`config.mk`:
```
export PLATFORM = sky130hd
export DESIGN_NAME = miter_lockstep_cmp
export DESIGN_NICKNAME = d
export VERILOG_FILES = /design/src/rtl/miter_pkg.sv /design/src/rtl/miter_align_pipe.sv /design/src/rtl/miter_lockstep_cmp.sv
export SDC_FILE = /design/constraint.sdc
export NUM_CORES = 1
export LEC_CHECK = 0
export ABC_CLOCK_PERIOD_IN_PS = 2900
export CAP_MARGIN = 10
export CORE_MARGIN = 8
export CORE_UTILIZATION = 62
export CTS_BUF_LIST = sky130_fd_sc_hd__clkbuf_4 sky130_fd_sc_hd__clkbuf_8 sky130_fd_sc_hd__clkbuf_16
export CTS_CLUSTER_DIAMETER = 80
export DETAILED_ROUTE_END_ITERATION = 12
export DONT_BUFFER_PORTS = 1
export PLACE_DENSITY = 0.78
export SLEW_MARGIN = 10
export SYNTH_ARGS = -nofsm -noshare
export SYNTH_HDL_FRONTEND = slang
export SYNTH_SLANG_ARGS = --single-unit
```
`constraint.sdc`:
```
create_clock -name clk -period 2.9 [get_ports clk]
set_input_delay 0.58 -clock clk [delete_from_list [all_inputs] [get_ports clk]]
set_output_delay 0.58 -clock clk [all_outputs]
set_load 0.01 [all_outputs]
```
`src/rtl/miter_pkg.sv`:
```
// rtl/miter_pkg.sv - shared helpers for the lockstep miter comparator
package miter_pkg;

    function automatic int chan_idx_w(input int channels);
        return (channels > 1) ? $clog2(channels) : 1;
    endfunction

    function automatic int chan_lsb(input int chan, input int width);
        return chan * width;
    endfunction

    // Increment that holds at the all-ones value of a w-bit counter carried in 32 bits.
    function automatic logic [31:0] sat_inc(input logic [31:0] value, input int w);
        logic [31:0] top;
        top = (w >= 32) ? 32'hFFFF_FFFF : ((32'd1 << w) - 32'd1);
        return (value >= top) ? top : value + 32'd1;
    endfunction

endpackage

```
`src/rtl/miter_align_pipe.sv`:
```
// rtl/miter_align_pipe.sv - DEPTH-stage delay line with synchronous reset; DEPTH=0 is a wire
module miter_align_pipe #(
    parameter int DEPTH = 2,
    parameter int W     = 1
) (
    input  logic         clk,
    input  logic         rst,
    input  logic [W-1:0] din,
    output logic [W-1:0] dout
);

    generate
        if (DEPTH == 0) begin : g_wire
            assign dout = din;
        end else begin : g_pipe
            logic [W-1:0] stage [DEPTH];

            always_ff @(posedge clk) begin
                if (rst) begin
                    for (int i = 0; i < DEPTH; i++) stage[i] <= '0;
                end else begin
                    stage[0] <= din;
                    for (int i = 1; i < DEPTH; i++) stage[i] <= stage[i-1];
                end
            end

            assign dout = stage[DEPTH-1];
        end
    endgenerate

endmodule

```
`src/rtl/miter_lockstep_cmp.sv`:
```
// rtl/miter_lockstep_cmp.sv - gold-vs-gate lockstep comparator; MITER_FIRST_CAPTURE_EN builds first-mismatch capture
module miter_lockstep_cmp
    import miter_pkg::*;
#(
    parameter int CHANNELS  = 4,
    parameter int WIDTH     = 8,
    parameter int ALIGN_LAT = 2,
    parameter int CNT_W     = 16,
    parameter int STAMP_W   = 32
) (
    input  logic                               clk,
    input  logic                               rst,
    input  logic                               gold_valid,
    input  logic [CHANNELS*WIDTH-1:0]          gold_data,
    input  logic [CHANNELS*WIDTH-1:0]          gold_def,
    input  logic [CHANNELS*WIDTH-1:0]          gate_data,
    input  logic [CHANNELS-1:0]                chan_en,
    input  logic                               clear,
    output logic [CHANNELS-1:0]                mismatch,
    output logic                               fail,
    output logic [CNT_W-1:0]                   mismatch_cnt,
    output logic [STAMP_W-1:0]                 cmp_count,
    output logic                               first_valid,
    output logic [chan_idx_w(CHANNELS)-1:0]    first_chan,
    output logic [STAMP_W-1:0]                 first_stamp,
    output logic [WIDTH-1:0]                   first_gold,
    output logic [WIDTH-1:0]                   first_gate
);

    localparam int BUS_W = CHANNELS * WIDTH;
    localparam int CW    = chan_idx_w(CHANNELS);

    logic               al_valid;
    logic [BUS_W-1:0]   al_data;
    logic [BUS_W-1:0]   al_def;
    logic [CHANNELS-1:0] hit;

    miter_align_pipe #(
        .DEPTH (ALIGN_LAT),
        .W     (1 + 2 * BUS_W)
    ) u_align (
        .clk  (clk),
        .rst  (rst),
        .din  ({gold_valid, gold_def, gold_data}),
        .dout ({al_valid, al_def, al_data})
    );

    // Undefined gold bits act as don't-care and can never raise a mismatch.
    always_comb begin
        hit = '0;
        for (int c = 0; c < CHANNELS; c++) begin
            hit[c] = chan_en[c] &&
                     (|((al_data[chan_lsb(c, WIDTH) +: WIDTH] ^ gate_data[chan_lsb(c, WIDTH) +: WIDTH])
                        & al_def[chan_lsb(c, WIDTH) +: WIDTH]));
        end
    end

    always_ff @(posedge clk) begin
        if (rst || clear) begin
            mismatch     <= '0;
            fail         <= 1'b0;
            mismatch_cnt <= '0;
            cmp_count    <= '0;
        end else if (al_valid) begin
            mismatch  <= hit;
            cmp_count <= cmp_count + 1'b1;
            if (|hit) begin
                mismatch_cnt <= CNT_W'(sat_inc(32'(mismatch_cnt), CNT_W));
                fail         <= 1'b1;
            end
        end else begin
            mismatch <= '0;
        end
    end

`ifdef MITER_FIRST_CAPTURE_EN
    logic [CW-1:0]    low_chan;
    logic [WIDTH-1:0] low_gold;
    logic [WIDTH-1:0] low_gate;

    // Descending scan so the lowest mismatching channel wins.
    always_comb begin
        low_chan = '0;
        low_gold = '0;
        low_gate = '0;
        for (int c = CHANNELS - 1; c >= 0; c--) begin
            if (hit[c]) begin
                low_chan = CW'(c);
                low_gold = al_data[chan_lsb(c, WIDTH) +: WIDTH];
                low_gate = gate_data[chan_lsb(c, WIDTH) +: WIDTH];
            end
        end
    end

    always_ff @(posedge clk) begin
        if (rst || clear) begin
            first_valid <= 1'b0;
            first_chan  <= '0;
            first_stamp <= '0;
            first_gold  <= '0;
            first_gate  <= '0;
        end else if (al_valid && (|hit) && !first_valid) begin
            first_valid <= 1'b1;
            first_chan  <= low_chan;
            first_stamp <= cmp_count;
            first_gold  <= low_gold;
            first_gate  <= low_gate;
        end
    end
`else
    assign first_valid = 1'b0;
    assign first_chan  = '0;
    assign first_stamp = '0;
    assign first_gold  = '0;
    assign first_gate  = '0;
`endif

endmodule

```
* Yosys cells after proc, flatten, opt, wreduce, memory -nomap -nowiden
Memories as Yosys holds them, arrays and structs flattened.
Cells that the tools add are included.
** Word-level totals
- Input port bits :: 104
- Memories :: 1
- Memory bits (writable) :: 130
- Output and inout bits :: 104
- Flip-flop bits (word level) :: 53
** Memory list
- u_align.g_pipe.stage :: words 2, bits a word 65, rd ports 2, clocked after Yosys merged registers in 0, wr ports 2, RTL line miter_align_pipe.sv:16 : logic [W-1:0] stage [DEPTH];
** Operators by class
- Reduce and logical (&&, ||, !) cells :: 12
- Mux-type cells :: 6
- $lt $le $gt $ge :: 1
- Add/subtract/negate cells :: 2
- Bitwise logic cells :: 11
** Operator list (count)
- 65-bit two-way mux :: 2
- 32-bit by 1-bit adder with 32-bit output, second input constant :: 1
- 8-bit bitwise AND :: 4
- 8-bit OR reduction :: 4
- 8-bit XOR :: 4
- 16-bit by 1-bit adder with 16-bit output, second input constant :: 1
- 16-bit >= comparator, second input constant :: 1
- 16-bit two-way mux :: 1
- 1-bit logical AND :: 4
- 4-bit OR reduction :: 1
- 1-bit two-way mux :: 3
- 1-bit bitwise OR :: 2
- 2-bit AND reduction :: 1
- 2-bit OR reduction :: 1
- 1-bit logical OR :: 1
- 1-bit inverter :: 1

* Logic depth before layout (Yosys ltp)
An unclocked memory read counts as a cell.
- Depth after elaboration :: 7
- Depth in mapped cells :: 8
- Gate-level depth less buffers :: 7

* Modules after synthesis
Synthesis repeated with hierarchy kept, for this count alone.
** Second synthesis, totals
- Cell total of the unflattened synthesis :: 726
- Area, all modules :: 7239.4 um^2
** Modules (own cells, without submodules)
- miter_align_pipe :: times used 1, area each 3976.3 um^2, cells an instance 339
- miter_lockstep_cmp :: times used 1, area each 3263.1 um^2, cells an instance 387

* Worst setup path before layout
Ideal clock, no wire load.
- Kind :: input to register
- Start :: in gate_data[6]
- End :: reg mismatch_cnt[3]
- Path buffers :: 2
- Arrival time :: 2085 ps
- Slack :: 671 ps
- Cell stages on the path :: 8
- Cells stage by stage :: xor2_1 a22oi_1 a41oi_1 or4_1 buf_2 buf_6 a31oi_1 a211oi_1
** On the way
- Cells in the longest elaborated chain, start to end :: 6
** RTL lines
- start, declared :: RTL line miter_lockstep_cmp.sv:16 : input logic [CHANNELS*WIDTH-1:0] gate_data,
- 8-bit XOR :: RTL line miter_lockstep_cmp.sv:53 : (|((al_data[chan_lsb(c, WIDTH) +: WIDTH] ^ gate_data[chan_lsb(c, WIDTH) +: WIDTH])
- 8-bit bitwise AND :: RTL line miter_lockstep_cmp.sv:54 : & al_def[chan_lsb(c, WIDTH) +: WIDTH]));
- 8-bit OR reduction :: RTL line miter_lockstep_cmp.sv:53
- 1-bit logical AND :: RTL line miter_lockstep_cmp.sv:52 : hit[c] = chan_en[c] &&
- 4-bit OR reduction :: RTL line miter_lockstep_cmp.sv:67 : if (|hit) begin
- 2-bit AND reduction (no source line)
- end signal, assigned :: RTL line miter_lockstep_cmp.sv:68 : mismatch_cnt <= CNT_W'(sat_inc(32'(mismatch_cnt), CNT_W));
- end, declared :: RTL line miter_lockstep_cmp.sv:21 : output logic [CNT_W-1:0] mismatch_cnt,
Every way passes these cells.
A chain may end at the register's enable or synchronous reset.

==> qor_table.md <==
| Stage | Metric | Reported |
|---|---|---|
| run status | Result of the run | finished clean |
| floorplan | Die X-Extent | 120 um |
| global routing | Met3 track demand over resource | 9.82% |
| worst setup path | Crit-path slowest cell | sky130_fd_sc_hd__or4_1 |
| synth | Summed instance area of the synthesized netlist | 0.00666 sq mm |
| clocking | Maximum level of the CTS H-tree | 4 |
| route | Avg WL per Cell | 16.0 um |
| sta | Fin Setup TNS | 0 ps |
| worst setup path | Cell type with the highest occurrence count on the critical path | sky130_fd_sc_hd__a41oi_1 |
| layout | Fin area | 0.00713 sq mm |
| sta | Fmax | 420 MHz |
| worst setup path | Buffer and inverter count on the worst path | 0 |
| synth | Register bit total from synthesis | 183 |
| worst hold path | Hold Path Class | in2reg |
| placed design | Pre-CTS setup slack | 185 ps |
| global routing | Most Crowded Layer GR | met2 |
| sta | Final clock skew | 9.33 ps |
| worst setup path | Crit Path Class | reg2reg |
| sta | Rel. slew slack | 37.7% |
| clocking | Count of cells resized by post-cts repair | 0 |
| global routing | Via count of the first global-routing pass | 4151 |
| route | Remaining DRCs | 0 |
| layout | Layout overhead on the synthesized area | 7.04% |
| synth | Mean instance size in the synthesized netlist | 10.2 sq um |
| layout | Fraction of the core area covered by cells at the end of the flow | 66.9% |
| worst setup path | CP Depth | 6 |
| global routing | Wire length of the first global-routing pass | 20300 um |
| layout | Most common cell after layout, fill and taps aside | sky130_fd_sc_hd__dfxtp_1 |
| floorplan | Starting utilization of the core area | 62.5% |
| pwr | Leak Pwr | 2.76 nW |
| clocking | Root Buffer Master | sky130_fd_sc_hd__clkbuf_8 |
| route | Wire length reported by the detailed router | 12900 um |
| pwr | Max VDD drop | 0.580 mV |
| clocking | Clock latency on the worst-skew pair | 530 ps |
| sta | Fin crit period | 2380 ps |
| clocking | CTS tree | done |
| placed design | DP Wirelength | 9460 um |
| route | Total number of vias | 4211 |
| route | Via density per instance | 5.21 |
| worst setup path | Register-to-Register Setup Slack | 520 ps |
| worst setup path | Crit start category | flop |
| synth | Total number of yosys warnings | 0 |
| placed design | Dpl cell area | 0.00655 sq mm |
| worst setup path | Register-to-Register Path Depth | 6 |
| route | First-pass DRT Iterations | 4 |
| clocking | CTS Hold Buffers Added | 0 |
| synth | Syn Inst Count | 656 |
| synth | Register area share after synthesis | 55.0% |
| sta | Transition time of the tightest slew-check pin | 935 ps |
| clocking | Maximum number of buffers from clock root to sink | 2 |
| job | Max-capacitance violation count | 0 |
| sta | Unrepaired setup endpoints after global routing | no |
| worst setup path | CP Capture Type | flop |
| global routing | Maximum number of pins on one net before global-route repair | 133 |
| clocking | # clock sinks | 183 |
| layout | Number of nets in the final layout | 756 |
| global routing | M2 GR Usage | 31.1% |
| sta | Count of final setup violators | 0 |
| sta | Count of pins over their slew limit | 0 |
| placed design | Number of placed instances, taps included | 771 |
| clocking | Number of setup buffers added after CTS | 0 |
| sta | Number of hold violations in the final report | 0 |
| placed design | Final RePlAce weighted congestion | 0.814 |
| floorplan | Row count | 38 |
| sta | Worst Hold Slack | 120 ps |
| pwr | Power density normalized to cell area | 699 mW/mm^2 |
| synth | Distinct cell type count after synthesis | 36 |
| placed design | Port bufs | 0 |
| global routing | Total routing resource utilization after global routing | 17.8% |
| sta | Final Cycle Share | 82.0% |
| worst setup path | Worst path cell trace | xor2_1, a22oi_1, a41oi_1, or4_1, a41oi_1, a311oi_1 |
| clocking | Clock transition at the registers of the reported paths | 70 ps |
| clocking | Number of CTS-inserted buffers | 17 |
| floorplan | Core ar. | 0.0107 sq mm |
| sta | Smallest setup slack after layout | 521 ps |
| floorplan | I/O pin count | 208 |
| layout | Proportion of layout cells with a drive suffix above 1 | 5.73% |
| global routing | Total overflow reported by the global router | 0 |
| worst setup path | Critical path origin | u_align.g_pipe.stage[0][78] |
| route | Remaining antenna violation count after routing | 0 |
| worst setup path | Largest stage delay on the critical path | 880 ps |
| worst setup path | Kind of cell with the highest combined delay on the critical path | compound AO/OA/AOI/OAI gates |
| worst setup path | Critical path fanouts, max | 18 |
| layout | Fillers | 836 |
| worst setup path | Reg-to-reg critical path startpoint | u_align.g_pipe.stage[0][78] |
| worst setup path | Required time of the critical path | 3260 ps |
| worst hold path | Startpoint of the lowest-slack hold path | rst |
| pwr | Overall Power | 4.98 mW |
| layout | Final cell count without fillers | 809 |
| worst setup path | Data arrival time at the worst-slack endpoint | 2740 ps |
| worst hold path | Number of instances on the worst hold path | 1 |
| route | DRT iter0 DRCs | 439 |
| global routing | Number of antenna violations at the first check in global routing | 6 |
| global routing | Met1 Track Usage GR | 16.8% |
| floorplan | Die boundary height | 120 um |
| floorplan | Floorplan die area | 0.0143 sq mm |
| layout | Highest-count cells in the layout ignoring fill and taps | sky130_fd_sc_hd__dfxtp_1 (183), sky130_fd_sc_hd__nor2b_1 (130), sky130_fd_sc_hd__conb_1 (51) |
logic make-up (layout without fill, tap and decap cells):
| kind of cell | Yosys count | in the layout | synth area share, % |
|---|---|---|---|
| compound gates | 59 | 59 | 6.26 |
| mux | 1 | 1 | 0.150 |
| flops | 183 | 183 | 55.0 |
| buf+inv | 83 | 40 | 7.68 |
| fa+ha+maj | 2 | 2 | 0.376 |
| other cells | 1 | 57 | 0.0563 |
| simple gates | 269 | 269 | 22.8 |
| xor+xnor | 58 | 58 | 7.63 |
worst reg2reg max path: stages, from the launching register on:
cell                       delay [ps]
sky130_fd_sc_hd__dfxtp_1          310
sky130_fd_sc_hd__xor2_1           140
sky130_fd_sc_hd__a22oi_1          210
sky130_fd_sc_hd__a41oi_1          240
sky130_fd_sc_hd__or4_1            880
sky130_fd_sc_hd__a41oi_1          340
sky130_fd_sc_hd__a311oi_1          90
worst paths after layout:
| path | end |
|---|---|
| worst max-delay path | mismatch_cnt[13] |
| worst min-delay path | u_align.g_pipe.stage[0][15] |
| worst max register to register | mismatch_cnt[13] |
| worst min register to register | u_align.g_pipe.stage[0][89] |
sequential cells by signal (all words and copies together) (netlist names):
name                  count
cmp_count                32
fail                      1
mismatch                  4
u_align.g_pipe.stage    130
mismatch_cnt             16
metal layers:
layer	vias up	routed length (um)
li1	2061	-
met1	1961	4560
met2	165	6700
met3	22	1460
met4	2	224
met5	-	8
cells in the mapped netlist (all sizes together):
| cell | instances | area (sq um) |
|---|---|---|
| and3 | 12 | 75.1 |
| conb | 1 | 3.75 |
| nor2b | 130 | 813 |
| or4 | 1 | 7.51 |
| nand3 | 12 | 60.1 |
| and2 | 2 | 12.5 |
| o21a | 1 | 7.51 |
| clkbuf | 23 | 86.3 |
| buf | 53 | 399 |
| a311oi | 6 | 52.6 |
| a31oi | 5 | 31.3 |
| a22oi | 16 | 120 |
| nand2 | 25 | 93.8 |
| nand4 | 12 | 75.1 |
| nor3 | 12 | 70.1 |
| o21ai | 5 | 25.0 |
| ha | 2 | 25.0 |
| a41oi | 8 | 77.6 |
| or2 | 1 | 6.26 |
| inv | 7 | 26.3 |
| nor2 | 45 | 169 |
| xnor2 | 8 | 70.1 |
| xor2 | 50 | 438 |
| nor4 | 2 | 18.8 |
| or3 | 5 | 31.3 |
| a211oi | 5 | 37.5 |
| and4 | 9 | 78.8 |
| dfxtp | 183 | 3660 |
| and4b | 1 | 10.0 |
| a21oi | 13 | 65.1 |
| mux2i | 1 | 10.0 |
layout make-up:
| cell class | instances | area [sq um] | area share, % |
|---|---|---|---|
| multi-input combinational | 440 | 2670 | 37.5 |
| timing repair buffer | 1 | 7.51 | 0.105 |
| clock inverter | 12 | 126 | 1.77 |
| tap | 140 | 175 | 2.46 |
| antenna | 6 | 15.0 | 0.211 |
| sequential | 183 | 3660 | 51.4 |
| clock buffer | 20 | 443 | 6.21 |
| inverter | 7 | 26.3 | 0.369 |
report_power, final:
group | leakage [nW] | switching [mW] | internal, mW
Clock | 0.282 | 0.907 | 1.26
Combinational | 0.979 | 0.112 | 0.0781
Sequential | 1.50 | 0.0243 | 2.60
Total | 2.76 | 1.04 | 3.94
Power figures use the tool's default switching activity.
